File: config.mk
export PLATFORM = sky130hd
export DESIGN_NAME = mash_dsm_cfg
export DESIGN_NICKNAME = d
export VERILOG_FILES = /design/src/rtl/mash_dsm_cfg.sv
export SDC_FILE = /design/constraint.sdc
export NUM_CORES = 1
export LEC_CHECK = 0
export ABC_CLOCK_PERIOD_IN_PS = 11900
export CORE_UTILIZATION = 48
export DETAILED_ROUTE_END_ITERATION = 10
export GPL_ROUTABILITY_DRIVEN = 0
export PLACE_DENSITY = 0.63
export SKIP_CTS_REPAIR_TIMING = 1
export SLEW_MARGIN = 5
export SYNTH_ARGS = -nofsm -noshare
export SYNTH_HDL_FRONTEND = slang
export SYNTH_SLANG_ARGS = --single-unit
File: constraint.sdc
create_clock -name clk -period 11.9 [get_ports clk]
set_input_delay 2.38 -clock clk [delete_from_list [all_inputs] [get_ports clk]]
set_output_delay 2.38 -clock clk [all_outputs]
set_load 0.05 [all_outputs]
File: src/rtl/mash_dsm_cfg.sv
// MASH 1-1-1 delta-sigma modulator with runtime order (0..3), optional LFSR
// dither on the stage-1 LSB, clamped registered output and a valid/ready
// config port. It drives the multi-modulus divider of a fractional-N PLL.
module mash_dsm_cfg #(
  parameter int          ACC_W     = 16,
  parameter int          INT_W     = 4,
  parameter int          OUT_W     = 4,
  parameter int          OUT_MIN   = 0,
  parameter int          OUT_MAX   = 15,
  parameter logic [22:0] LFSR_SEED = 23'h5A5A5A
) (
  input  logic             clk,
  input  logic             rst_n,
  input  logic             enable,
  input  logic             cfg_valid,
  output logic             cfg_ready,
  input  logic [INT_W-1:0] cfg_int,
  input  logic [ACC_W-1:0] cfg_frac,
  input  logic [1:0]       cfg_order,
  input  logic             cfg_dither,
  output logic [OUT_W-1:0] out,
  output logic             out_valid,
  output logic             sat
);

  // int_r + y must hold 0..2^INT_W-1 plus the -3..+4 noise excursion
  localparam int S_W = INT_W + 2;

  typedef enum logic [1:0] {
    S_IDLE = 2'd0,
    S_CLR  = 2'd1,
    S_RUN  = 2'd2
  } state_t;

  // Clamp the signed divide value into the unsigned output range
  function automatic logic [OUT_W-1:0] clamp_out(input logic signed [S_W-1:0] s);
    int v;
    v = int'(s);
    if (v < OUT_MIN) return OUT_W'(OUT_MIN);
    if (v > OUT_MAX) return OUT_W'(OUT_MAX);
    return OUT_W'(v);
  endfunction

  // True when clamp_out would alter the value
  function automatic logic clamp_hit(input logic signed [S_W-1:0] s);
    int v;
    v = int'(s);
    return (v < OUT_MIN) || (v > OUT_MAX);
  endfunction

  // Noise-cancellation network; 4-bit modular arithmetic is exact for -3..4
  function automatic logic signed [3:0] mash_y(
    input logic c1, input logic c2, input logic c2d,
    input logic c3, input logic c3d, input logic c3dd
  );
    logic signed [3:0] y;
    y = $signed({3'b000, c1})
      + $signed({3'b000, c2}) - $signed({3'b000, c2d})
      + $signed({3'b000, c3}) - $signed({2'b00, c3d, 1'b0})
      + $signed({3'b000, c3dd});
    return y;
  endfunction

  state_t             state_q, state_d;
  logic [INT_W-1:0]   int_q, int_d;
  logic [ACC_W-1:0]   frac_q, frac_d;
  logic [1:0]         order_q, order_d;
  logic               dith_q, dith_d;
  logic [ACC_W-1:0]   a1_q, a1_d, a2_q, a2_d, a3_q, a3_d;
  logic               c2d_q, c2d_d, c3d_q, c3d_d, c3dd_q, c3dd_d;
  logic [22:0]        lfsr_q, lfsr_d;
  logic [OUT_W-1:0]   out_q, out_d;
  logic               out_valid_q, out_valid_d;
  logic               sat_q, sat_d;
  logic               cfg_ready_q, cfg_ready_d;

  logic               accept;
  logic               en1, en2, en3;
  logic               dith_bit;
  logic [ACC_W:0]     sum1, sum2, sum3;
  logic               c1, c2, c3;
  logic signed [3:0]  y;
  logic signed [S_W-1:0] s;

  assign accept = cfg_valid & cfg_ready_q;

  // Accumulator sums, carries and the clamped divide value for this edge
  always_comb begin
    en1      = (order_q != 2'd0);
    en2      = (order_q >= 2'd2);
    en3      = (order_q == 2'd3);
    dith_bit = dith_q & lfsr_q[0];
    sum1     = {1'b0, a1_q} + {1'b0, frac_q} + {{ACC_W{1'b0}}, dith_bit};
    sum2     = {1'b0, a2_q} + {1'b0, a1_q};
    sum3     = {1'b0, a3_q} + {1'b0, a2_q};
    c1       = en1 & sum1[ACC_W];
    c2       = en2 & sum2[ACC_W];
    c3       = en3 & sum3[ACC_W];
    y        = mash_y(c1, c2, c2d_q, c3, c3d_q, c3dd_q);
    s        = $signed({2'b00, int_q}) + $signed({{(S_W-4){y[3]}}, y});
  end

  // Next-state logic for the FSM, config registers and modulator state
  always_comb begin
    state_d = state_q;
    int_d   = int_q;
    frac_d  = frac_q;
    order_d = order_q;
    dith_d  = dith_q;
    a1_d    = a1_q;
    a2_d    = a2_q;
    a3_d    = a3_q;
    c2d_d   = c2d_q;
    c3d_d   = c3d_q;
    c3dd_d  = c3dd_q;
    lfsr_d  = lfsr_q;
    out_d   = out_q;
    sat_d   = 1'b0;

    if (accept) begin
      int_d   = cfg_int;
      frac_d  = cfg_frac;
      order_d = cfg_order;
      dith_d  = cfg_dither;
    end

    case (state_q)
      S_RUN: begin
        a1_d   = en1 ? sum1[ACC_W-1:0] : '0;
        a2_d   = en2 ? sum2[ACC_W-1:0] : '0;
        a3_d   = en3 ? sum3[ACC_W-1:0] : '0;
        c2d_d  = c2;
        c3d_d  = c3;
        c3dd_d = c3d_q;
        lfsr_d = {lfsr_q[21:0], lfsr_q[22] ^ lfsr_q[17]};
        out_d  = clamp_out(s);
        sat_d  = clamp_hit(s);
      end
      S_CLR: begin
        a1_d   = '0;
        a2_d   = '0;
        a3_d   = '0;
        c2d_d  = 1'b0;
        c3d_d  = 1'b0;
        c3dd_d = 1'b0;
      end
      default: ;
    endcase

    // An order change (or any config from IDLE) forces a clean restart
    if (accept && ((cfg_order != order_q) || (state_q == S_IDLE)))
      state_d = S_CLR;
    else
      state_d = enable ? S_RUN : S_IDLE;

    out_valid_d = (state_q == S_RUN) && (state_d == S_RUN);
    cfg_ready_d = (state_d != S_CLR);
  end

  // State registers, async active-low reset
  always_ff @(posedge clk or negedge rst_n) begin
    if (!rst_n) begin
      state_q     <= S_IDLE;
      int_q       <= '0;
      frac_q      <= '0;
      order_q     <= '0;
      dith_q      <= 1'b0;
      a1_q        <= '0;
      a2_q        <= '0;
      a3_q        <= '0;
      c2d_q       <= 1'b0;
      c3d_q       <= 1'b0;
      c3dd_q      <= 1'b0;
      lfsr_q      <= LFSR_SEED;
      out_q       <= '0;
      out_valid_q <= 1'b0;
      sat_q       <= 1'b0;
      cfg_ready_q <= 1'b1;
    end else begin
      state_q     <= state_d;
      int_q       <= int_d;
      frac_q      <= frac_d;
      order_q     <= order_d;
      dith_q      <= dith_d;
      a1_q        <= a1_d;
      a2_q        <= a2_d;
      a3_q        <= a3_d;
      c2d_q       <= c2d_d;
      c3d_q       <= c3d_d;
      c3dd_q      <= c3dd_d;
      lfsr_q      <= lfsr_d;
      out_q       <= out_d;
      out_valid_q <= out_valid_d;
      sat_q       <= sat_d;
      cfg_ready_q <= cfg_ready_d;
    end
  end

  assign cfg_ready = cfg_ready_q;
  assign out       = out_q;
  assign out_valid = out_valid_q;
  assign sat       = sat_q;

endmodule

==> results of run 1 <==
## synth_stat cells (all sizes together), types with 6 or more instances
master   number  share of area, %
dfstp        13               5.2
nand3         8              0.61
nor2         29               1.7
nand4         6              0.57
o31ai         6              0.76
inv          52               3.0
ha           61                12
fa            7               2.1
dfrtp        93                36
a211oi        8              0.92
xor2         14               1.9
mux2         45               7.7
o2bb2ai       7              0.94
nand2        31               1.8
o22ai         6              0.57
o21a         12               1.4
o211ai        8              0.92
a22o         21               2.8
a21o         14               1.6
xnor2        17               2.3
o21ai        35               2.7
clkbuf       13              0.75
and3          6              0.57
a21oi        36               2.9
## through the flow
| stage | setup slack [ns] | instance area (sq um) | power (uW) | cells | hold WS, ns |
|---|---|---|---|---|---|
| 6_report | 6.63 | 7400 | 1690 | 837 | 0.507 |
| 4_1_cts | 6.60 | 7400 | 1700 | 837 | 0.509 |
| 2_1_floorplan | 7.23 | 6550 | 1160 | 625 | 0.458 |
| 3_5_place_dp | 6.66 | 7070 | 1360 | 821 | 0.488 |
| 3_3_place_gp | 6.90 | 7070 | 1340 | 821 | 0.468 |
| 5_1_grt | 6.21 | 7400 | 1810 | 837 | 0.520 |
## power groups by stage
stage,Combinational [uW],Sequential [uW],Clock (uW)
finish,791,570,330
global route,879,585,350
CTS,788,572,340
detailed placement,783,577,0
global placement,762,574,0
floorplan,595,567,0
## state kept, by name (all words and copies together), names as in the netlist, 2 cells and up
| name | cells |
|---|---|
| lfsr_q | 23 |
| a1_q | 16 |
| a2_q | 16 |
| a3_q | 16 |
| frac_q | 16 |
| int_q | 4 |
| out | 4 |
| order_q | 2 |
| state_q | 2 |
## cells by family after synthesis
logic type | after synthesis
AOI/OAI and AO/OA | 198
and+or+nand+nor | 106
DFF | 106
buffers and inverters | 70
adders and majority gates | 68
muxes | 46
xor gates and xnor gates | 31
## critical path, stage by stage, from the launching register on
cell	delay [ns]
dfrtp_1	0.39
ha_1	0.18
inv_1	0.05
fa_1	0.43
nor2b_4	0.13
o31a_1	0.19
o2111ai_2	0.14
a21oi_2	0.25
o21ai_0	0.18
or2_2	0.31
ha_1	0.28
inv_1	0.06
ha_1	0.20
inv_1	0.06
ha_1	0.27
inv_1	0.04
ha_1	0.17
ha_1	0.30
a31oi_1	0.41
ha_1	0.34
o21bai_1	0.19
xor2_1	0.35
inv_1	0.08
a21boi_0	0.18
## layer usage
layer	vias up	GRT usage, %	part of all wire (%)
met4	0	7.91	2.3
met5	-	0	0
met1	2360	27.9	46
met2	118	36.0	48
li1	2374	-	-
met3	23	4.31	4.3
## path summary, 6_finish.rpt
path                                 end  startpoint  slack [ns]  cells after the start
worst max-delay path                 sat     a2_q[0]        6.63                     23
worst min-delay path             a3_q[4]     a3_q[4]        0.51                      1
worst max register to register       sat     a2_q[0]        6.63                     23
worst min register to register   a3_q[4]     a3_q[4]        0.51                      1
max in group asynchronous       int_q[1]       rst_n        8.71                      2
min in group asynchronous        a2_q[3]       rst_n        2.05                      1
## final cells by class
cell class / instances / area (sq um) / area share (%)
Clock buffer: 9 / 225 / 3.04
Clock inverter: 7 / 108 / 1.45
Inverter: 52 / 195 / 2.64
Multi-Input combinational cell: 449 / 3620 / 48.9
Sequential cell: 106 / 2670 / 36.1
Tap cell: 176 / 220 / 2.98
Timing Repair Buffer: 38 / 365 / 4.94
==> flow_summary.yaml, run 1 <==
die:
  die_h_um: 119
  rows: 42
  die_width_um: 119
  ios: 34
  die_area_sq_mm: 0.0141
  core_area_sq_mm: 0.0133
  start_util_pct: 49.3
detailed_routing:
  wl_um: 14300
  via_per_inst: 5.82
  detail_route.first_pass.iterations: 5
  drtIter0Drc: 287
  post-route-drc-count: 0
  drt.antenna.violating_nets: 0
  wl_per_cell_um: 17.1
  vias: 4875
worst_setup_path:
  cp-start-kind: "flip-flop"
  worst_ep_required_time_ns: 12.18
  cp_max_fo: 5
  worstPathArrival_ns: 5.55
  crit_type: "flip-flop to flip-flop"
  worstSetupEndpointType: "flip-flop"
logic_synthesis:
  synth.avg_cell_area_sq_um: 10.5
  syn-num-nets: 720
  yosys.area_share.adder_pct: 13.8
  synth_top_family_by_area: "compound AO/OA/AOI/OAI gates"
  synth-xor-area-share_pct: 4.15
  synthDistinctLibCells: 61
  syn_inst: 625
  seq_area_frac_synth_pct: 40.7
  synth_edf_count: 0
  synth-async-reset-ratio_pct: 100
  syn_area_sq_mm: 0.00655
  ys_ff_latch: 106
  synth-compound-area-share_pct: 21.5
  ys_warn_count: 0
  synth_flop_cell: "dfrtp_1"
  synth.mux.area_fraction_pct: 7.89
  synth-simple-area-share_pct: 7.91
power_and_ir_drop:
  powerDensity_mw_per_mm2: 229
  power.internal_uw: 997
  power_frac_clock_pct: 19.5
  p_leak_uw: 0.00346
  p_sw_share_pct: 41.1
  combPwrFrac_pct: 46.8
  switchingPower_uw: 694
  p_seq_share_pct: 33.7
  vdd_drop_max_mv: 0.121
run_status:
  status: "finished clean"
timing:
  layout_min_cycle_time_ns: 5.27
  finalCritPeriodShare_pct: 44.3
  drv_slew: 0
  slew_headroom_pct: 31.5
  setup_viol: 0
  tightest_slew_ns: 1.03
  rsz0062_at_grt: "no"
  finalSetupTns_ns: 0
  fmax_mhz: 190
  finClkSkew_ns: 0.00797
  finalHoldViolCount: 0
global_routing:
  grt.overflow.total: 0
  grt_pass1_wl_um: 24100
  grt_max_degree: 57
  antenna_found_initial: 0
  grt_usage_pct: 21.7
  grt_pass1_vias: 5037
finish:
  syn_to_final_growth_pct: 13.0
  layout_common_cells: "93 x dfrtp_1, 61 x ha_1, 51 x inv_1, 45 x mux2_2"
  final_common_cell: "dfrtp_1"
  num-fill-cells: 1172
  num_antenna_cells: 0
  drive_gt1_share_pct: 13.9
  layout.nets: 751
  fin_util_pct: 55.7
cts:
  cts_tree: "done"
  cts_buffers: 9
  clk_pin_slew_worst_paths_ns: 0.08
  cts.sinks: 106
  cts_root_buf: "clkbuf_16"
  htree_levels: 3
  clockBufferDepth: 2
  worst_skew_pair.late_latency_ns: 0.36
flow_run:
  drv_cap: 0
placed_design:
  dp_hpwl_um: 10400
  io_buffers: 33
hold_path:
  hold_class: "flip-flop to flip-flop"
(Power assumes the default switching activity.)
==> run 2: changes to the inputs <==
- ABC_CLOCK_PERIOD_IN_PS: 11900 -> 4740
- PLACE_DENSITY: 0.63 -> 0.66
- clock period: 11.9 -> 4.74 ns (I/O delays scaled with it)
==> run 2 against run 1 <==
Flip-flop and latch count is the same. Sequential power rose to 2.5 times the previous value. Setup slack lost 6.4 ns. Power increased to 2.6 times the previous value. First-iteration DRC count is 14% lower.
==> flow_summary.yaml, run 2 (synthesis results as in run 1) <==
detailed_routing:
  met2_length_um: 6750
  wl_per_cell_um: 16.5
  detail_route.first_pass.iterations: 5
  met1_length_um: 6690
  highest-signal-layer: "met4"
  met3_length_um: 613
  wl_um: 14300
  via_per_inst: 5.81
  vias: 5033
  drtIter0Drc: 247
  drt.antenna.violating_nets: 0
  post-route-drc-count: 0
die:
  die_area_sq_mm: 0.0141
  rows: 42
  ios: 34
  die_width_um: 119
  core_area_sq_mm: 0.0133
  die_h_um: 119
  start_util_pct: 49.3
cts:
  cts_tree: "done"
  worst_skew_pair.late_latency_ns: 0.36
  clockBufferDepth: 2
  cts_buffers: 9
  cts.sinks: 106
  cts_root_buf: "clkbuf_16"
  htree_levels: 3
  clk_pin_slew_worst_paths_ns: 0.08
worst_setup_path:
  cp-start-kind: "flip-flop"
  worstPathArrival_ns: 4.83
  crit_buf_inv: 5
  slowest_delay_ns: 0.41
  worstSetupEndpointType: "flip-flop"
  critPathTopFamily: "adder cells"
  cp_max_fo: 5
  crit_type: "flip-flop to flip-flop"
  worst_ep_required_time_ns: 5.03
  cp_slowest_cell: "fa_2"
power_and_ir_drop:
  vdd_drop_max_mv: 0.398
  combPwrFrac_pct: 48.9
  powerDensity_mw_per_mm2: 562
  switchingPower_uw: 1770
  p_sw_share_pct: 40.5
  power.internal_uw: 2590
  power_frac_clock_pct: 18.3
  p_seq_share_pct: 32.8
  p_leak_uw: 0.00361
  finalPower_uw: 4360
global_routing:
  grt_pass1_wl_um: 24400
  grt_usage_pct: 21.7
  grt_max_degree: 65
  antenna_found_initial: 0
  grt.overflow.total: 0
  grt_pass1_vias: 5011
timing:
  layout_min_cycle_time_ns: 4.55
  finClkSkew_ns: 0.00688
  setup_ws_ns: 0.195
  setup_viol: 0
  tightest_slew_ns: 0.991
  slew_headroom_pct: 33.8
  rsz0062_at_grt: "yes"
  holdWs_ns: 0.368
  fmax_mhz: 220
  finalHoldViolCount: 0
  drv_slew: 0
  finalCritPeriodShare_pct: 95.9
placed_design:
  dp_slack_ns: -0.147
  io_buffers: 33
  dp_hpwl_um: 10300
  dpl_cell_area_sq_mm: 0.00727
finish:
  num_antenna_cells: 0
  final_area_sq_mm: 0.00775
  regMostFlops: "lfsr_q"
  drive_gt1_share_pct: 21.4
  layout_common_cells: "93 x dfrtp_1, 53 x ha_1, 46 x inv_1, 45 x mux2_2, 36 x buf_4"
  syn_to_final_growth_pct: 18.4
  final_common_cell: "dfrtp_1"
  largest_reg_flops: 23
  fin_util_pct: 58.3
  layout.nets: 781
hold_path:
  hold_class: "input port to asynchronous set/reset pin"
flow_run:
  drv_cap: 0
run_status:
  status: "finished clean"
run 2: metrics by stage:
step / setup TNS, ns / instances
2_1_floorplan: 0 / 625
3_3_place_gp: 0 / 848
3_5_place_dp: -0.604 / 848
4_1_cts: -0.853 / 864
5_1_grt: -0.0738 / 867
6_report: 0 / 867
run 2: worst paths after layout:
path,startpoint,to,slack (ns),cells past startpoint
setup reg to reg,a2_q[0],out[1],0.19,25
hold / removal,rst_n,a1_q[12],0.37,1
min in group clk,a3_q[4],a3_q[4],0.51,1
max in group asynchronous,rst_n,lfsr_q[5],3.41,2
hold reg to reg,a3_q[4],a3_q[4],0.51,1
setup / recovery,a2_q[0],out[1],0.19,25
run 2: power groups by stage:
| stage | registers (uW) | clock network [uW] | logic [uW] |
|---|---|---|---|
| 2_1_floorplan | 1420 | 0 | 1490 |
| 3_3_place_gp | 1430 | 0 | 2010 |
| 3_5_place_dp | 1440 | 0 | 2060 |
| 4_1_cts | 1430 | 821 | 2080 |
| 5_1_grt | 1470 | 853 | 2370 |
| 6_report | 1430 | 797 | 2130 |
run 2: routing by layer:
| layer | GRT usage [%] | up-vias |
|---|---|---|
| met1 | 29.6 | 2445 |
| met4 | 7.91 | 0 |
| met2 | 34.6 | 135 |
| li1 | - | 2430 |
| met3 | 3.78 | 23 |
| met5 | 0 | - |
run 2: layout make-up:
type | instances | area [sq um]
Clock buffer | 10 | 250
Sequential cell | 106 | 2670
Timing Repair Buffer | 68 | 591
Clock inverter | 6 | 75.1
Inverter | 52 | 198
Multi-Input combinational cell | 449 | 3750
Tap cell | 176 | 220
Fill cell | 1120 | 5540
==> run 3: changes to the inputs <==
- CAP_MARGIN: not set -> 20
==> run 3 against run 2 <==
Utilization rose by 0.21 points. Final cell count increased by 0.12%. Global-route usage unchanged. First-iteration DRC count is 6.9% higher. Power is 0.18% higher. Die area unchanged. Register-to-register slack is essentially flat. Clock power hardly changed. Sequential share of layout area fell by 0.12 points.
==> flow_summary.yaml, run 3 (synthesis results as in run 1) <==
timing:
  finalHoldViolCount: 0
  fmax_mhz: 220
  finClkSkew_ns: 0.00647
  rsz0062_at_grt: "yes"
  slew_headroom_pct: 44.4
  layout_min_cycle_time_ns: 4.55
  drv_slew: 0
  tightest_slew_ns: 0.835
  finalCritPeriodShare_pct: 96.1
  setup_viol: 0
cts:
  worst_skew_pair.late_latency_ns: 0.36
  clockBufferDepth: 2
  cts_buffers: 9
  cts_root_buf: "clkbuf_16"
  htree_levels: 3
  cts.sinks: 106
  clk_pin_slew_worst_paths_ns: 0.08
  cts_tree: "done"
worst_setup_path:
  cp-start-kind: "flip-flop"
  crit_type: "flip-flop to flip-flop"
  worstPathCellList: "buf_4 > buf_4 > inv_1 > fa_2 > fa_2 > nor2b_2 > o31ai_2 > a211oi_2 > o21bai_1 > a31oi_2 > ha_4 > inv_2 > ha_4 > inv_2 > ha_2 > ha_4 > xnor2_2 > ha_1 > a21o_1 > a21oi_2 > xor2_1 > buf_4 > o211ai_1 > o21ai_1"
  worstPathArrival_ns: 4.85
  cp_max_fo: 5
  worst_ep_required_time_ns: 5.03
  slowest_delay_ns: 0.38
  crit_buf_inv: 6
  r2r_start: "a1_q[0]"
  startpoint: "a1_q[0]"
  critPathTopFamily: "adder cells"
  cp_slowest_cell: "fa_2"
  worstSetupEndpointType: "flip-flop"
global_routing:
  grt_max_degree: 65
  grt_usage_pct: 21.7
  antenna_found_initial: 0
  grt_pass1_wl_um: 24400
  grt_pass1_vias: 5011
  grt.overflow.total: 0
detailed_routing:
  drtIter0Drc: 264
  vias: 5018
  wl_per_cell_um: 16.5
  detail_route.first_pass.iterations: 4
  via_per_inst: 5.78
  drt.antenna.violating_nets: 0
  post-route-drc-count: 0
  wl_um: 14400
flow_run:
  drv_cap: 0
die:
  die_width_um: 119
  ios: 34
  start_util_pct: 49.3
  core_area_sq_mm: 0.0133
  die_h_um: 119
  rows: 42
  die_area_sq_mm: 0.0141
finish:
  syn_to_final_growth_pct: 18.8
  layout_common_cells: "93 x dfrtp_1, 53 x ha_1, 46 x inv_1, 45 x mux2_2, 36 x buf_4"
  final_area_sq_mm: 0.00778
  largest_reg_flops: 23
  drive_gt1_share_pct: 21.5
  num_antenna_cells: 0
  final_common_cell: "dfrtp_1"
  fin_cells: 868
  regMostFlops: "lfsr_q"
  layout.nets: 782
placed_design:
  io_buffers: 33
  dp_hpwl_um: 10300
  placedCellCount: 848
  dpl_cell_area_sq_mm: 0.00727
power_and_ir_drop:
  vdd_drop_max_mv: 0.398
  powerDensity_mw_per_mm2: 561
  p_leak_uw: 0.00363
run_status:
  status: "finished clean"
hold_path:
  hold_class: "input port to asynchronous set/reset pin"
==> run 3: cell types whose count changed in the layout (fill, tap and decap cells not counted), sizes merged <==
cell / before / now
buf: 36 / 37
==> run 3: cell type report <==
type / count / area (sq um)
fill: 1112 / 5510
inverter: 52 / 198
clock inverter: 6 / 75.1
tap: 176 / 220
sequential: 106 / 2670
timing repair buffer: 69 / 618
clock buffer: 10 / 250
multi-input combinational: 449 / 3750
==> run 3: through the flow <==
step / setup TNS, ns / setup WS (ns) / power, uW / hold slack (ns) / util [%]
5_1_grt: -0.0738 / -0.0285 / 4690 / 0.356 / 58.5
4_1_cts: -0.853 / -0.184 / 4330 / 0.357 / 57.1
3_5_place_dp: -0.604 / -0.147 / 3500 / 0.493 / 54.7
3_3_place_gp: 0 / 0.0129 / 3450 / 0.474 / 54.7
2_1_floorplan: 0 / 0.0691 / 2910 / 0.458 / -
6_report: 0 / 0.185 / 4370 / 0.368 / 58.5
==> run 3: final timing paths <==
kind | endpoint | slack [ns] | depth (start not counted)
min in group clk | a3_q[4] | 0.51 | 1
min reg2reg | a3_q[4] | 0.51 | 1
max in group asynchronous | lfsr_q[5] | 3.40 | 2
min | a1_q[12] | 0.37 | 1
max reg2reg | out[1] | 0.19 | 24
max | out[1] | 0.19 | 24
==> run 3: worst reg2reg max path, stage by stage (launching register included) <==
cell      delay (ns)
dfrtp_1         0.36
buf_4           0.11
buf_4           0.09
inv_1           0.05
fa_2            0.36
fa_2            0.38
nor2b_2         0.15
o31ai_2         0.09
a211oi_2        0.28
o21bai_1        0.11
a31oi_2         0.26
ha_4            0.20
inv_2           0.05
ha_4            0.25
inv_2           0.03
ha_2            0.17
ha_4            0.25
xnor2_2         0.13
ha_1            0.32
a21o_1          0.21
a21oi_2         0.14
xor2_1          0.16
buf_4           0.16
o211ai_1        0.09
o21ai_1         0.11
==> run 3: where the power goes <==
group          leakage (uW)  switching [uW]  internal (uW)  total [uW]
Combinational       0.00213            1160            982        2140
Clock              0.000159             388            410         798
Sequential          0.00133             225           1200        1430
==> run 3: per-layer routing <==
layer	routed length, um	track usage [%]
met5	0	0
met4	311	7.91
met3	653	3.78
met2	6660	34.6
met1	6740	29.6
